===== src/rtl/wb_test_responder.sv =====
// wb_test_responder
//
// Wishbone classic-cycle responder used as a traffic sink for bring-up and
// regression benches. It holds a small flop-based register file, inserts
// pseudo-random wait states drawn from an 8-bit Galois LFSR, terminates
// out-of-window accesses with ERR, and counts ACK and ERR terminations.
//
// Handshake: a request is offered while s_CYC & s_STB are high and is
// accepted on the first edge the responder is idle. The master must hold
// the request until a termination (s_ACK or s_ERR, exactly one cycle) is
// seen. Dropping s_CYC or s_STB during wait states abandons the access:
// there is no write and no termination.
//
// Ports:
//   clk      clock
//   rstn     asynchronous active-low reset
//   s_ADR    byte address (s_ADR[1:0] ignored)
//   s_DAT_W  write data
//   s_SEL    byte enables
//   s_WE     write enable
//   s_CYC    cycle valid
//   s_STB    strobe
//   s_DAT_R  read data; zero unless a termination is being signalled
//   s_ACK    normal termination (in-window access)
//   s_ERR    error termination (out-of-window access), data 32'hDEAD_BEEF
//   acc_cnt  saturating count of ACK cycles
//   err_cnt  saturating count of ERR cycles
module wb_test_responder #(
    parameter int                       WB_ADDR_WIDTH = 32,
    parameter int                       WB_DATA_WIDTH = 32,
    parameter int                       MEM_ADDR_BITS = 4,
    parameter logic [WB_ADDR_WIDTH-1:0] ADDR_BASE     = '0,
    parameter int                       WAIT_EN       = 1,
    parameter logic [7:0]               LFSR_SEED     = 8'hA5
) (
    input  logic                       clk,
    input  logic                       rstn,
    input  logic [WB_ADDR_WIDTH-1:0]   s_ADR,
    input  logic [WB_DATA_WIDTH-1:0]   s_DAT_W,
    input  logic [WB_DATA_WIDTH/8-1:0] s_SEL,
    input  logic                       s_WE,
    input  logic                       s_CYC,
    input  logic                       s_STB,
    output logic [WB_DATA_WIDTH-1:0]   s_DAT_R,
    output logic                       s_ACK,
    output logic                       s_ERR,
    output logic [31:0]                acc_cnt,
    output logic [15:0]                err_cnt
);

    localparam int SW    = WB_DATA_WIDTH / 8;
    localparam int WORDS = 1 << MEM_ADDR_BITS;
    localparam logic [WB_ADDR_WIDTH-1:0] WIN_BYTES = WB_ADDR_WIDTH'(4 * WORDS);
    localparam logic [WB_DATA_WIDTH-1:0] ERR_DATA  = WB_DATA_WIDTH'(32'hDEAD_BEEF);
    // Galois right-shift tap mask for x^8+x^6+x^5+x^4+1.
    localparam logic [7:0] LFSR_TAPS = 8'hB8;

    typedef enum logic [1:0] {
        ST_IDLE = 2'd0,
        ST_WAIT = 2'd1,
        ST_RESP = 2'd2
    } state_t;

    state_t state_q, state_d;

    logic [7:0]               lfsr_q;
    logic [7:0]               lfsr_next;
    logic [1:0]               wcnt_q;
    logic [1:0]               w_init;
    logic                     req;
    logic                     accept;

    logic [MEM_ADDR_BITS-1:0] idx_q;
    logic                     we_q;
    logic [SW-1:0]            sel_q;
    logic [WB_DATA_WIDTH-1:0] dat_q;
    logic                     hit_q;

    logic [WB_DATA_WIDTH-1:0] mem_q [WORDS];
    logic [31:0]              acc_q;
    logic [15:0]              err_q;

    // Extra top bit of the subtraction is the borrow: set when s_ADR lies
    // below the window base, which avoids a separate lower-bound compare.
    logic [WB_ADDR_WIDTH:0]   diff;
    logic                     hit_d;

    assign diff  = {1'b0, s_ADR} - {1'b0, ADDR_BASE};
    assign hit_d = !diff[WB_ADDR_WIDTH] && (diff[WB_ADDR_WIDTH-1:0] < WIN_BYTES);

    assign req       = s_CYC & s_STB;
    assign lfsr_next = {1'b0, lfsr_q[7:1]} ^ (lfsr_q[0] ? LFSR_TAPS : 8'h00);
    // Wait count comes from the LFSR value before it advances.
    assign w_init    = (WAIT_EN != 0) ? lfsr_q[1:0] : 2'd0;

    // Next-state logic
    always_comb begin
        state_d = state_q;
        accept  = 1'b0;
        case (state_q)
            ST_IDLE: begin
                if (req) begin
                    accept  = 1'b1;
                    state_d = (w_init == 2'd0) ? ST_RESP : ST_WAIT;
                end
            end
            ST_WAIT: begin
                // An abandoned request wins over the final wait cycle.
                if (!req) begin
                    state_d = ST_IDLE;
                end else if (wcnt_q == 2'd1) begin
                    state_d = ST_RESP;
                end
            end
            ST_RESP: state_d = ST_IDLE;
            default: state_d = ST_IDLE;
        endcase
    end

    // State, LFSR and request capture
    always_ff @(posedge clk or negedge rstn) begin
        if (!rstn) begin
            state_q <= ST_IDLE;
            lfsr_q  <= LFSR_SEED;
            wcnt_q  <= 2'd0;
            idx_q   <= '0;
            we_q    <= 1'b0;
            sel_q   <= '0;
            dat_q   <= '0;
            hit_q   <= 1'b0;
        end else begin
            state_q <= state_d;
            if (accept) begin
                lfsr_q <= lfsr_next;
                wcnt_q <= w_init;
                idx_q  <= diff[MEM_ADDR_BITS+1:2];
                we_q   <= s_WE;
                sel_q  <= s_SEL;
                dat_q  <= s_DAT_W;
                hit_q  <= hit_d;
            end else if (state_q == ST_WAIT) begin
                wcnt_q <= wcnt_q - 2'd1;
            end
        end
    end

    // Register file: in-window writes commit at the end of the response cycle.
    always_ff @(posedge clk or negedge rstn) begin
        if (!rstn) begin
            for (int i = 0; i < WORDS; i++) begin
                mem_q[i] <= '0;
            end
        end else if (state_q == ST_RESP && hit_q && we_q) begin
            for (int b = 0; b < SW; b++) begin
                if (sel_q[b]) begin
                    mem_q[idx_q][8*b +: 8] <= dat_q[8*b +: 8];
                end
            end
        end
    end

    // Termination counters, saturating
    always_ff @(posedge clk or negedge rstn) begin
        if (!rstn) begin
            acc_q <= '0;
            err_q <= '0;
        end else if (state_q == ST_RESP) begin
            if (hit_q) begin
                if (acc_q != 32'hFFFF_FFFF) begin
                    acc_q <= acc_q + 32'd1;
                end
            end else begin
                if (err_q != 16'hFFFF) begin
                    err_q <= err_q + 16'd1;
                end
            end
        end
    end

    // Outputs are decoded from flops only; the asynchronous clear of
    // state_q drops them in the same cycle rstn falls.
    always_comb begin
        s_DAT_R = '0;
        if (state_q == ST_RESP) begin
            if (!hit_q) begin
                s_DAT_R = ERR_DATA;
            end else if (!we_q) begin
                s_DAT_R = mem_q[idx_q];
            end
        end
    end

    assign s_ACK   = (state_q == ST_RESP) &&  hit_q;
    assign s_ERR   = (state_q == ST_RESP) && !hit_q;
    assign acc_cnt = acc_q;
    assign err_cnt = err_q;

endmodule

===== config.mk =====
export PLATFORM = sky130hd
export DESIGN_NAME = wb_test_responder
export DESIGN_NICKNAME = d
export VERILOG_FILES = /design/src/rtl/wb_test_responder.sv
export SDC_FILE = /design/constraint.sdc
export NUM_CORES = 1
export LEC_CHECK = 0
export ABC_AREA = 1
export CAP_MARGIN = 20
export CORE_ASPECT_RATIO = 1.4
export CORE_MARGIN = 2
export CORE_UTILIZATION = 40
export CTS_BUF_LIST = sky130_fd_sc_hd__clkbuf_4 sky130_fd_sc_hd__clkbuf_8
export CTS_CLUSTER_SIZE = 30
export DETAILED_ROUTE_END_ITERATION = 10
export DONT_BUFFER_PORTS = 1
export SLEW_MARGIN = 30
export SYNTH_ARGS = -nofsm -noshare
export SYNTH_HDL_FRONTEND = slang
export SYNTH_SLANG_ARGS = --single-unit

===== constraint.sdc =====
create_clock -name clk -period 4.6 [get_ports clk]
set_clock_uncertainty 0.1 [all_clocks]
set_input_delay 0.23 -clock clk [delete_from_list [all_inputs] [get_ports clk]]
set_output_delay 0.23 -clock clk [all_outputs]
set_load 0.05 [all_outputs]

==> metrics.md <==
| Metric | Value |
|---|---|
| Latest clock arrival within the worst-skew pair | 750 ps |
| Placed instance area | 29,900 µm² |
| Mapped Nets | 3,900 |
| Prevailing post-synth register cell | dfrtp_1 |
| Residual DRC | 0 |
| CP max-delay cell | dfrtp_4 |
| Syn Inst Count | 3,824 |
| Commonest cells in the netlist | nand2_1, dfrtp_1, o21ai_1, o21ai_0, clkbuf_1 |
| Top cells by area, synth | dfrtp_1, nand2_1, o21ai_1 |
| # fillers | 7,365 |
| Initial antenna violation count | 1 |
| Max Slew Vio Count | 0 |
| Pre-CTS setup slack | 1290 ps |
| Maxcap violations | 0 |
| Yosys top cell area share | 0.517 |
| Highest metal used | met4 |
| Status | completed |
| Routed Antenna Nets | 0 |
| Power Density | 444 nW/µm² |
| Pleak | 16.4 nW |
| Endpoints failing setup | 0 |
| Synth async-reset ratio | 1.00 |
| Cts repair resizes | 0 |
| Post-Route WL | 81,700 µm |
| Syn_area_per_cell | 7.72 µm² |
| Post-synth EDFFs | 0 |
| Fin Setup TNS | 0 ps |
| Met2 wire len | 39,900 µm |
| Via count | 24,300 |
| Part of the cycle the worst path needs | 0.890 |
| Layout cells sized above 1 | 0.0822 |
| Die area | 76,000 µm² |
| Fin crit period | 4090 ps |
| Worst Path Arrival | 3760 ps |
| Post-CTS Setup Inserts | 0 |
| IO Count | 155 |
| GRT Total Usage | 0.218 |
| Final global-route overflow total | 0 |
| Post-synthesis sequential area ratio | 0.521 |
| Setup WS post-layout | 507 ps |
| #FFs+latches synth | 614 |
| RSZ-0062 raised after global routing | no |
| Vias in the first global route | 23,400 |
| Worst slew pin tran | 1070 ps |
| Worst Setup Start Kind | register |
| Global-route wire length before repair | 130,000 µm |
| CP required | 4270 ps |
| Count leader, synth | nand2_1 |
| CTS buffer count | 100 |
| Routed len/inst | 16.9 µm |
| Clock Sinks | 614 |
| Worst setup path class | register to output port |
| Starting Density | 0.405 |
| CTS tree | built |
| Core footprint | 72,900 µm² |
| Root Buffer | clkbuf_8 |
| Die width | 234 µm |
| DR iter-0 viols | 1,799 |
| Clk buf depth | 3 |
| Largest net degree at the start of global routing | 615 |
| Die Ht | 325 µm |
| H-Tree Depth | 3 |
| Post-synthesis cell type count | 33 |
| Power Total | 0.0146 W |
| Port Buffers | 0 |
| CP max FO | 83 |
| Nets | 3,880 |
| Count of final hold-check violations | 0 |
| Fin area | 32,800 µm² |
| Worst rel slew slack | 0.286 |
| Drt pass-1 iters | 7 |
| Final Wtd Congestion | 0.808 |
| Worst Setup End Kind | output port |
| Most frequent CP cell | nand2_1 |
| DR WL met3 | 4150 µm |
| IR drop worst, VDD | 349 µV |
| Routed length on met1 | 35,000 µm |
| WHS | 53.5 ps |
| Vias per std cell | 5.03 |
| DPL Wire Length | 49,800 µm |
| Area added between synthesis and finish | 11.1% |
| Worst path cell trace | inv_6, buf_12, nand2_1, nand2_1, nand2_1, nand2_1, nand2_1, nand2_1, o21ai_0, nand2_1 |
| CP peak stage delay | 970 ps |
| Max Clock Freq | 0.244 GHz |
| Total number of yosys warnings | 0 |
| Row cnt | 117 |
| Clock-pin transition on the worst setup and hold timing paths | 60 ps |
| Most area-hungry cell type in the Yosys netlist | dfrtp_1 |
| Synth Cell Area | 29,500 µm² |
| Hold WC Path Type | primary input to register |
-- cells in the final DEF, fill, tap and decap left out, types with 2 or more instances in the layout --
cell type	Yosys	routed
nand2_4	40	40
inv_2	9	8
buf_12	0	3
xnor2_1	17	17
buf_16	0	6
nand3b_1	12	12
clkinvlp_4	0	3
ha_1	3	3
buf_4	1	34
o21ai_1	358	358
inv_8	0	2
dfrtp_1	610	608
nor2_8	5	5
nor2_4	4	7
clkinv_2	0	6
bufinv_16	0	4
o21ai_2	13	13
dlygate4sd3_1	0	53
nor2_2	13	12
nand4_1	39	39
xor2_1	13	13
nor2_1	102	100
inv_6	0	2
nand3_1	80	80
clkbuf_8	0	130
dfstp_2	4	4
nand2_1	1974	1974
dfrtp_4	0	2
nand2_2	3	3
inv_1	68	67
o21ai_0	227	227
clkbuf_4	0	30
nor3_1	6	6
-- registers in the layout (all words and copies together) (netlist names) --
| name | cells |
|---|---|
| idx_q | 4 |
| wcnt_q | 2 |
| lfsr_q | 8 |
| sel_q | 4 |
| hit_q | 1 |
| dat_q | 32 |
| err_cnt | 16 |
| acc_cnt | 32 |
| mem_q | 512 |
| we_q | 1 |
| state_q | 2 |
-- kinds of logic after synthesis --
logic type | count (synthesis) | synth area share
and+or+nand+nor | 2282 | 0.315
adders and majority gates | 3 | 0.00127
DFF | 614 | 0.521
xor gates and xnor gates | 30 | 0.00891
buffers and inverters | 295 | 0.0502
AOI/OAI and AO/OA | 600 | 0.104
-- worst max-delay path, delay by kind of cell (launching register included) --
family	cells	cell delay, ps
flip-flops	1	970
AO/OA/AOI/OAI	1	420
AND/OR/NAND/NOR	7	870
buffers and inverters	2	580
-- worst paths after layout --
kind,start,to,slack [ps],cells after the start
max in group asynchronous,rstn,dat_q[19],2270,5
worst max register to register,state_q[1],hit_q,1310,10
worst min-delay path,s_SEL[0],sel_q[0],50,3
worst min register to register,lfsr_q[3],lfsr_q[2],360,2
worst max-delay path,idx_q[0],s_DAT_R[3],510,10
min in group asynchronous,rstn,acc_cnt[9],80,3
-- per-layer routing --
layer	vias to the layer above	GRT usage
li1	12100	-
met1	11500	0.278
met2	575	0.367
met3	130	0.0380
met4	0	0.0831
met5	-	0
-- report_power, final --
group | switching [W] | internal, W | total, W
sequential | 0.000323 | 0.00566 | 0.00598
combinational | 0.00286 | 0.000457 | 0.00331
clock | 0.00227 | 0.00300 | 0.00527
-- per-stage QoR --
| step | cells | util |
|---|---|---|
| floorplan | 3824 | - |
| global placement | 4595 | 0.410 |
| detailed placement | 4595 | 0.410 |
| CTS | 4824 | 0.447 |
| global route | 4832 | 0.450 |
| finish | 4832 | 0.450 |
-- layout make-up --
cell class / instances / area, µm² / share of cell area
antenna: 1 / 2.50 / 0.0000763
inverter: 77 / 297 / 0.00904
clock inverter: 17 / 220 / 0.00672
tap: 952 / 1190 / 0.0363
multi-input combinational: 2915 / 12700 / 0.387
clock buffer: 160 / 2010 / 0.0614
timing repair buffer: 96 / 1010 / 0.0308
sequential: 614 / 15400 / 0.469
-- timing repair --
item                                   in CTS  in global routing
endpoints found under the hold margin     664                173
hold buffers                               52                  3
setup endpoints to repair                   0                  0
No activity file was read; power rests on OpenSTA's default activity.
